[src/rtl/tron_round_ctrl.sv]
// Match sequencer for the two-player light-cycle game: round flow, movement tick,
// heading arbitration and scorekeeping.
module tron_round_ctrl #(
    parameter int TICK_DIV    = 2097152,
    parameter int WIN_SCORE   = 10,
    parameter int PAUSE_TICKS = 32
) (
    input  logic       board_clk,
    input  logic       reset,
    input  logic       start,
    input  logic       p1_req_valid,
    input  logic [1:0] p1_req_dir,
    input  logic       p2_req_valid,
    input  logic [1:0] p2_req_dir,
    input  logic       crash_valid,
    input  logic       p1_crash,
    input  logic       p2_crash,
    input  logic       clear_done,
    output logic [2:0] state,
    output logic       move_tick,
    output logic [1:0] p1_dir,
    output logic [1:0] p2_dir,
    output logic       clear_req,
    output logic [3:0] p1_score,
    output logic [3:0] p2_score,
    output logic [1:0] last_result,
    output logic [1:0] winner
);
    typedef enum logic [2:0] {
        IDLE = 3'b000, CLEAR = 3'b001, PLAY = 3'b010, ROUND_END = 3'b011, DONE = 3'b100
    } state_t;

    localparam int TW = $clog2(TICK_DIV);
    localparam int PW = $clog2(PAUSE_TICKS) + 1;
    localparam logic [TW-1:0] TickMax  = TW'(TICK_DIV - 1);
    localparam logic [PW-1:0] PauseMax = PW'(PAUSE_TICKS - 1);
    localparam logic [3:0]    Win      = 4'(WIN_SCORE);
    localparam logic [1:0][1:0] InitDir = {2'b11, 2'b01};

    state_t st, nextSt;
    logic startMeta, startS, startPrev, startRise;
    logic [TW-1:0] tickCnt;
    logic [PW-1:0] pauseCnt;
    logic tickWrap, pauseDone, anyCrash, running;

    assign startRise = startS & ~startPrev;
    assign tickWrap  = (tickCnt == TickMax);
    assign pauseDone = (st == ROUND_END) && tickWrap && (pauseCnt == PauseMax);
    assign anyCrash  = crash_valid && (p1_crash || p2_crash);
    assign running   = (st == CLEAR) || (st == PLAY) || (st == ROUND_END);

    always_ff @(posedge board_clk or posedge reset) begin
        if (reset) begin
            startMeta <= 1'b0;
            startS    <= 1'b0;
            startPrev <= 1'b0;
        end else begin
            startMeta <= start;
            startS    <= startMeta;
            startPrev <= startS;
        end
    end

    always_ff @(posedge board_clk or posedge reset) begin
        if (reset) st <= IDLE;
        else       st <= nextSt;
    end

    // Dropping the switch aborts from any active state before anything else is considered.
    always_comb begin
        nextSt = st;
        case (st)
            IDLE:      if (startRise) nextSt = CLEAR;
            CLEAR:     if (!startS) nextSt = IDLE;
                       else if (clear_done) nextSt = PLAY;
            PLAY:      if (!startS) nextSt = IDLE;
                       else if (anyCrash) nextSt = ROUND_END;
            ROUND_END: if (!startS) nextSt = IDLE;
                       else if (pauseDone)
                           nextSt = (p1_score == Win || p2_score == Win) ? DONE : CLEAR;
            DONE:      if (!startS) nextSt = IDLE;
            default:   nextSt = IDLE;
        endcase
    end

    always_comb begin
        state     = st;
        move_tick = (st == PLAY) && tickWrap;
    end

    always_ff @(posedge board_clk or posedge reset) begin
        if (reset) begin
            tickCnt   <= '0;
            pauseCnt  <= '0;
            clear_req <= 1'b0;
        end else begin
            clear_req <= (nextSt == CLEAR);
            if (st == PLAY || st == ROUND_END) tickCnt <= tickWrap ? '0 : tickCnt + TW'(1);
            else                               tickCnt <= '0;
            if (st != ROUND_END || pauseDone) pauseCnt <= '0;
            else if (tickWrap)                pauseCnt <= pauseCnt + PW'(1);
        end
    end

    always_ff @(posedge board_clk or posedge reset) begin
        if (reset) begin
            p1_score    <= '0;
            p2_score    <= '0;
            last_result <= 2'b00;
            winner      <= 2'b00;
        end else begin
            if (st == IDLE && startRise) begin
                p1_score    <= '0;
                p2_score    <= '0;
                last_result <= 2'b00;
                winner      <= 2'b00;
            end
            if (st == PLAY && startS && crash_valid) begin
                case ({p1_crash, p2_crash})
                    2'b10: begin
                        if (p2_score != Win) p2_score <= p2_score + 4'd1;
                        last_result <= 2'b10;
                    end
                    2'b01: begin
                        if (p1_score != Win) p1_score <= p1_score + 4'd1;
                        last_result <= 2'b01;
                    end
                    2'b11:   last_result <= 2'b11;
                    default: ;
                endcase
            end
            if (startS && pauseDone) begin
                if (p1_score == Win)      winner <= 2'b01;
                else if (p2_score == Win) winner <= 2'b10;
            end
            if (running && !startS) winner <= 2'b00;
        end
    end

    // Per-player heading arbitration; a request landing on a tick stays pending for the next one.
    logic [1:0][1:0] reqDir, pendDir, dirR;
    logic [1:0]      reqValid, pendValid;
    assign reqValid = {p2_req_valid, p1_req_valid};
    assign reqDir   = {p2_req_dir, p1_req_dir};
    assign p1_dir   = dirR[0];
    assign p2_dir   = dirR[1];

    for (genvar i = 0; i < 2; i++) begin : gPlayer
        always_ff @(posedge board_clk or posedge reset) begin
            if (reset) begin
                dirR[i]      <= InitDir[i];
                pendDir[i]   <= 2'b00;
                pendValid[i] <= 1'b0;
            end else if (st == CLEAR) begin
                dirR[i]      <= InitDir[i];
                pendValid[i] <= 1'b0;
            end else if (st == PLAY) begin
                if (move_tick && pendValid[i] && pendDir[i] != (dirR[i] ^ 2'b10))
                    dirR[i] <= pendDir[i];
                if (reqValid[i]) begin
                    pendDir[i]   <= reqDir[i];
                    pendValid[i] <= 1'b1;
                end else if (move_tick) begin
                    pendValid[i] <= 1'b0;
                end
            end else begin
                pendValid[i] <= 1'b0;
            end
        end
    end
endmodule

[config.mk]
export PLATFORM = sky130hd
export DESIGN_NAME = tron_round_ctrl
export DESIGN_NICKNAME = d
export VERILOG_FILES = /design/src/rtl/tron_round_ctrl.sv
export SDC_FILE = /design/constraint.sdc
export NUM_CORES = 1
export LEC_CHECK = 0
export ABC_AREA = 0
export CAP_MARGIN = 5
export CORE_UTILIZATION = 40
export CTS_BUF_LIST = sky130_fd_sc_hd__clkbuf_16
export DETAILED_ROUTE_END_ITERATION = 6
export SYNTH_ARGS = -nofsm -noshare
export SYNTH_HDL_FRONTEND = slang
export SYNTH_SLANG_ARGS = --single-unit
[constraint.sdc]
create_clock -name board_clk -period 2.4 [get_ports board_clk]
set_input_delay 0.48 -clock board_clk [delete_from_list [all_inputs] [get_ports board_clk]]
set_output_delay 0.48 -clock board_clk [all_outputs]
set_load 0.01 [all_outputs]
* Word level (Yosys, flattened, before mapping) *
Cells that the tools add are included.

word-level totals
  register bits after elaboration = 56
  input port bits = 13
  word-level logic and storage cells = 117

operators by class
  add/sub/neg operators = 4
  eq/ne operators = 19
  mux-type cells = 43
  bitwise operators = 5
  reductions and logical operators = 29

operator list
  cell                                                                    count
  21-bit 2-to-1 mux                                                       2
  4-bit 2-to-1 mux                                                        8
  3-bit 2-to-1 mux                                                        9
  2-bit 2-to-1 mux                                                        13
  21-bit by 1-bit adder with 21-bit output (second input constant)        1
  21-bit equality test (second input constant)                            1
  4-bit inequality test (second input constant)                           4
  3-bit case mux with 5 select lines                                      1
  1-bit logical AND                                                       13
  6-bit 2-to-1 mux                                                        2
  4-bit by 1-bit adder with 4-bit output (second input constant)          2
  4-bit equality test (second input constant)                             2
  2-bit nonzero test                                                      4
  1-bit 2-to-1 mux                                                        7
  6-bit by 1-bit adder with 6-bit output (second input constant)          1
  3-bit by 1-bit equality test with 1-bit output (second input constant)  2
  3-bit by 2-bit equality test with 1-bit output (second input constant)  2
  6-bit by 5-bit equality test with 1-bit output (second input constant)  1
  1-bit logical OR                                                        6
  2-bit case mux with 3 select lines                                      1
  3-bit AND reduction                                                     2
  2-bit equality test (second input constant)                             2
  2-bit inequality test                                                   2
  1-bit inverter                                                          4
  7 further kinds                                                         8

* Longest topological paths before layout *
  depth in word-level cells = 8
  mapped depth = 7

* Worst setup path before layout *
OpenSTA, ideal clock, no wires.

  kind = register -> output
  start = register tickCnt[0]
  end = output move_tick
  data arrival time = 1.476 ns
  slack = 0.444 ns
  cell stages (with the launch flop) = 7
  path through = dfrtp_1 > ha_1 > and3_2 > nand4_4 > buf_6 > clkbuf_1 > nor3_1

between the ends
  longest elaborated chain between the ends = 2

ends and longest elaborated chain
  element                 line  RTL
  from (decl)             42    logic [TW-1:0] tickCnt;
  from (signal assigned)  98    if (st == PLAY || st == ROUND_END) tickCnt <= tickWrap ? '0 : tickCnt + TW'(1);
  21-bit equality test    47    assign tickWrap = (tickCnt == TickMax);
  1-bit logical AND       88    move_tick = (st == PLAY) && tickWrap;
  to (decl)               20    output logic move_tick,

Every way passes these cells.

* Worst setup path in the final report *
Ends and elaborated chain as after synthesis.

==> results.rst <==
.. list-table::
   :header-rows: 1

   * - Metric
     - Value
   * - Result of the run
     - complete, no violations
   * - Warnings, synthesis
     - 0
   * - Core Area
     - roughly 7000 um^2
   * - Worst Setup Slack, final
     - ~0.18 ns
   * - Synthesized area per cell
     - between 9 and 10 um^2
   * - Vias per Instance
     - roughly 5.4
   * - Maximum clock frequency
     - roughly 450 MHz
   * - Maximum number of pins on one net before global-route repair
     - 24
   * - Cell area after layout
     - about 3600 um^2
   * - Final setup skew
     - approximately 0.0073 ns
   * - Leading cell types by total area after synthesis
     - dfrtp_1 45%, nor2_1 3.6%, nand2_1 3.4%, xor2_1 3.0%, dfstp_2 2.7%
   * - Number of synthesized flops with an enable pin
     - 0
   * - Total via count after detailed routing
     - 2344
   * - DRC violation count after routing
     - 0
   * - Average routed wire per standard cell
     - between 10 and 15 um
   * - Net count of the finished layout
     - about 350
   * - Max clock buf depth
     - 2
   * - Largest area contributor in the synthesized netlist
     - dfrtp_1
   * - Count of H-tree levels built during CTS
     - 2
   * - Site Rows
     - 30
   * - Height of the die
     - 87.8 um
   * - Number of buffer cells added on primary ports
     - 33
   * - Worst slew margin relative to its limit
     - 57.2%
   * - Hold Vio Cnt, Final
     - 0
   * - Synthesized net count
     - around 310
   * - Commonest non-fill, non-tap cell in the layout
     - dfrtp_1
   * - Required @ worst endpoint
     - ~1.9 ns
   * - Overall Global Routing Usage
     - 17.2%
   * - Number of antenna violations at the first check in global routing
     - 0
   * - Boundary pin count
     - 34
   * - Critical-path maximum fanout
     - 4
   * - Setup repair after global routing missed its margin
     - no
   * - Total of flip-flops plus latches after synthesis
     - 56
   * - Share of layout cells above drive strength 1
     - 10.7%
   * - Detailed router's first-iteration violation count
     - 118
   * - Setup tns final
     - 0 ns
   * - Sum of overflow across all layers after global routing
     - 0
   * - Post-synthesis instance total
     - between 200 and 300
   * - Detailed-placement wirelength estimate
     - ~4.5 mm
   * - Die boundary width
     - between 80 and 90 um
   * - Fraction of synthesis flops using an asynchronous set or reset pin
     - between 90% and 100%
   * - Critical path type
     - register to output port
   * - First-pass iteration count of the detailed router
     - 4
   * - Clock transition at the registers of the reported paths
     - approximately 0.070 ns
   * - Final RePlAce weighted congestion
     - around 0.77
   * - Finish-stage setup viols
     - 0
   * - Portion of the post-synthesis area used by sequential elements
     - between 40% and 50%
   * - Count of final max-slew check failures
     - 0
   * - Antenna Violating Nets Remaining
     - 0
   * - Area share of the largest cell type after synthesis
     - roughly 45%
   * - Clock tree from TritonCTS
     - yes
   * - Setup slack at placement
     - approximately 0.21 ns
   * - Most instantiated flip-flop cell in the synthesis netlist
     - dfrtp_1
   * - Power density relative to cell area
     - 582 nW/um^2
   * - Hold buffer count at CTS
     - 0
   * - Worst Path Arrival
     - 1.74 ns
   * - Number of distinct library cell variants in the gate-level netlist after synthesis
     - 53
   * - Max-cap violation count
     - 0
   * - Wire length of the first global-routing pass
     - just over 10 mm
   * - Ant diodes
     - 0
   * - Hold WS
     - 0.350 ns
   * - Clock tree sinks
     - between 50 and 60
   * - Final Routed Wirelength
     - just over 6 mm
   * - Post-synth design cell area
     - about 3000 um^2
   * - Commonest non-fill, non-tap cells in the layout
     - 53 x dfrtp_1, 32 x clkdlybuf4s50_1, 28 x nor2_1
   * - Static leakage
     - 1.49 nW
   * - Placed inst area
     - roughly 3400 um^2
   * - Worst Max-Slew Pin Slew
     - between 0.6 and 0.7 ns
   * - Die Footprint
     - 7700 um^2
   * - Period utilisation layout
     - between 90% and 100%
   * - HP Class
     - register to register
   * - Initial Utilization
     - a little over two fifths
   * - Number of clock buffers inserted by TritonCTS
     - 5
   * - Final critical-path required period
     - 2.22 ns
   * - Worst-Skew Late Latency
     - between 0.2 and 0.3 ns
   * - Worst IR drop on VDD
     - slightly above 0.3 mV
   * - Critical path launch point type
     - register
   * - Area growth syn-to-layout
     - 22.2%
   * - Crit end category
     - output port
   * - CTS root buf
     - clkbuf_16
   * - Vias in the first global route
     - 2183
==> final timing paths <==
path / from / endpoint / slack (ns) / depth (start not counted)
worst max register to register: tickCnt[0] / state[2] / 0.41 / 6
worst min-delay path: startMeta / startS / 0.35 / 0
min in group asynchronous: reset / tickCnt[2] / 0.51 / 2
max in group asynchronous: reset / p1_score[3] / 1.33 / 3
worst min register to register: startMeta / startS / 0.35 / 0
worst max-delay path: tickCnt[0] / move_tick / 0.18 / 5
==> routing by layer <==
metal  vias up  global-route usage (%)  wire length (um)
met5         -                       0                 0
met1      1145                    22.7              3060
met2        37                    28.7              2850
met3         5                    3.49               212
met4         0                    4.47                53
li1       1157                       -                 -
==> repair_timing <==
item / CTS / global route
setup buffers: 0 / 0
gates resized for setup: 1 / 0
setup endpoints to repair: 1 / 0
==> cells by family (layout without fill, tap and decap cells) <==
logic type	count (synthesis)	after routing	share of synthesized area (%)
fa+ha+maj	6	6	2.55
mux	12	12	4.29
buf+inv	20	61	3.23
compound gates	49	49	10.7
flops	56	56	47.7
xor+xnor	16	16	4.76
simple gates	136	136	26.7
==> synth_stat cells, types with 3 or more instances <==
| cell | n |
|---|---|
| and2_1 | 3 |
| ha_1 | 6 |
| dfstp_2 | 3 |
| a21oi_1 | 13 |
| dfrtp_1 | 53 |
| and3_1 | 4 |
| xor2_1 | 10 |
| mux2_2 | 5 |
| o21ai_0 | 15 |
| nand3_1 | 14 |
| nand2_1 | 27 |
| or3_1 | 8 |
| nor3_1 | 4 |
| nand4_1 | 12 |
| nor2_1 | 28 |
| mux2i_1 | 7 |
| and3b_1 | 5 |
| a211oi_1 | 3 |
| xnor2_1 | 6 |
| clkbuf_1 | 7 |
| inv_1 | 8 |
| o41ai_1 | 3 |
| nand4b_1 | 3 |
| and4_1 | 4 |
| buf_4 | 3 |
| or4_1 | 4 |
==> layout make-up <==
class	count	area, um^2
Fill cell	627	3350
Tap cell	96	120
Timing Repair Buffer	45	432
Clock buffer	5	125
Clock inverter	3	42.5
Sequential cell	56	1410
Inverter	8	30.0
Multi-Input combinational cell	219	1440
==> through the flow <==
step                util (%)  instances  total power, mW
floorplan                  -        295             1.20
global placement        49.4        424             1.29
detailed placement      49.4        424             1.29
CTS                     51.8        432             2.12
global route            51.8        432             2.18
finish                  51.8        432             2.09
==> registers in the layout, summed over array words and instances, names as in the netlist, 2 cells and up <==
signal       flops
pauseCnt         6
state            3
pendValid        2
p2_dir           2
p1_dir           2
p1_score         4
winner           2
tickCnt         21
p2_score         4
last_result      2
pendDir          4
==> worst max-delay path, cell delays in order (launching register included) <==
cell and delay (ns):
dfrtp_1 0.38, ha_1 0.21, and3_2 0.27, nand4_4 0.11, nor3_1 0.17, dlygate4sd2_1 0.30
==> power by group <==
group	switching, mW	internal (mW)
combinational	0.114	0.120
clock	0.332	0.493
sequential	0.0391	0.995
(Power assumes the default switching activity.)
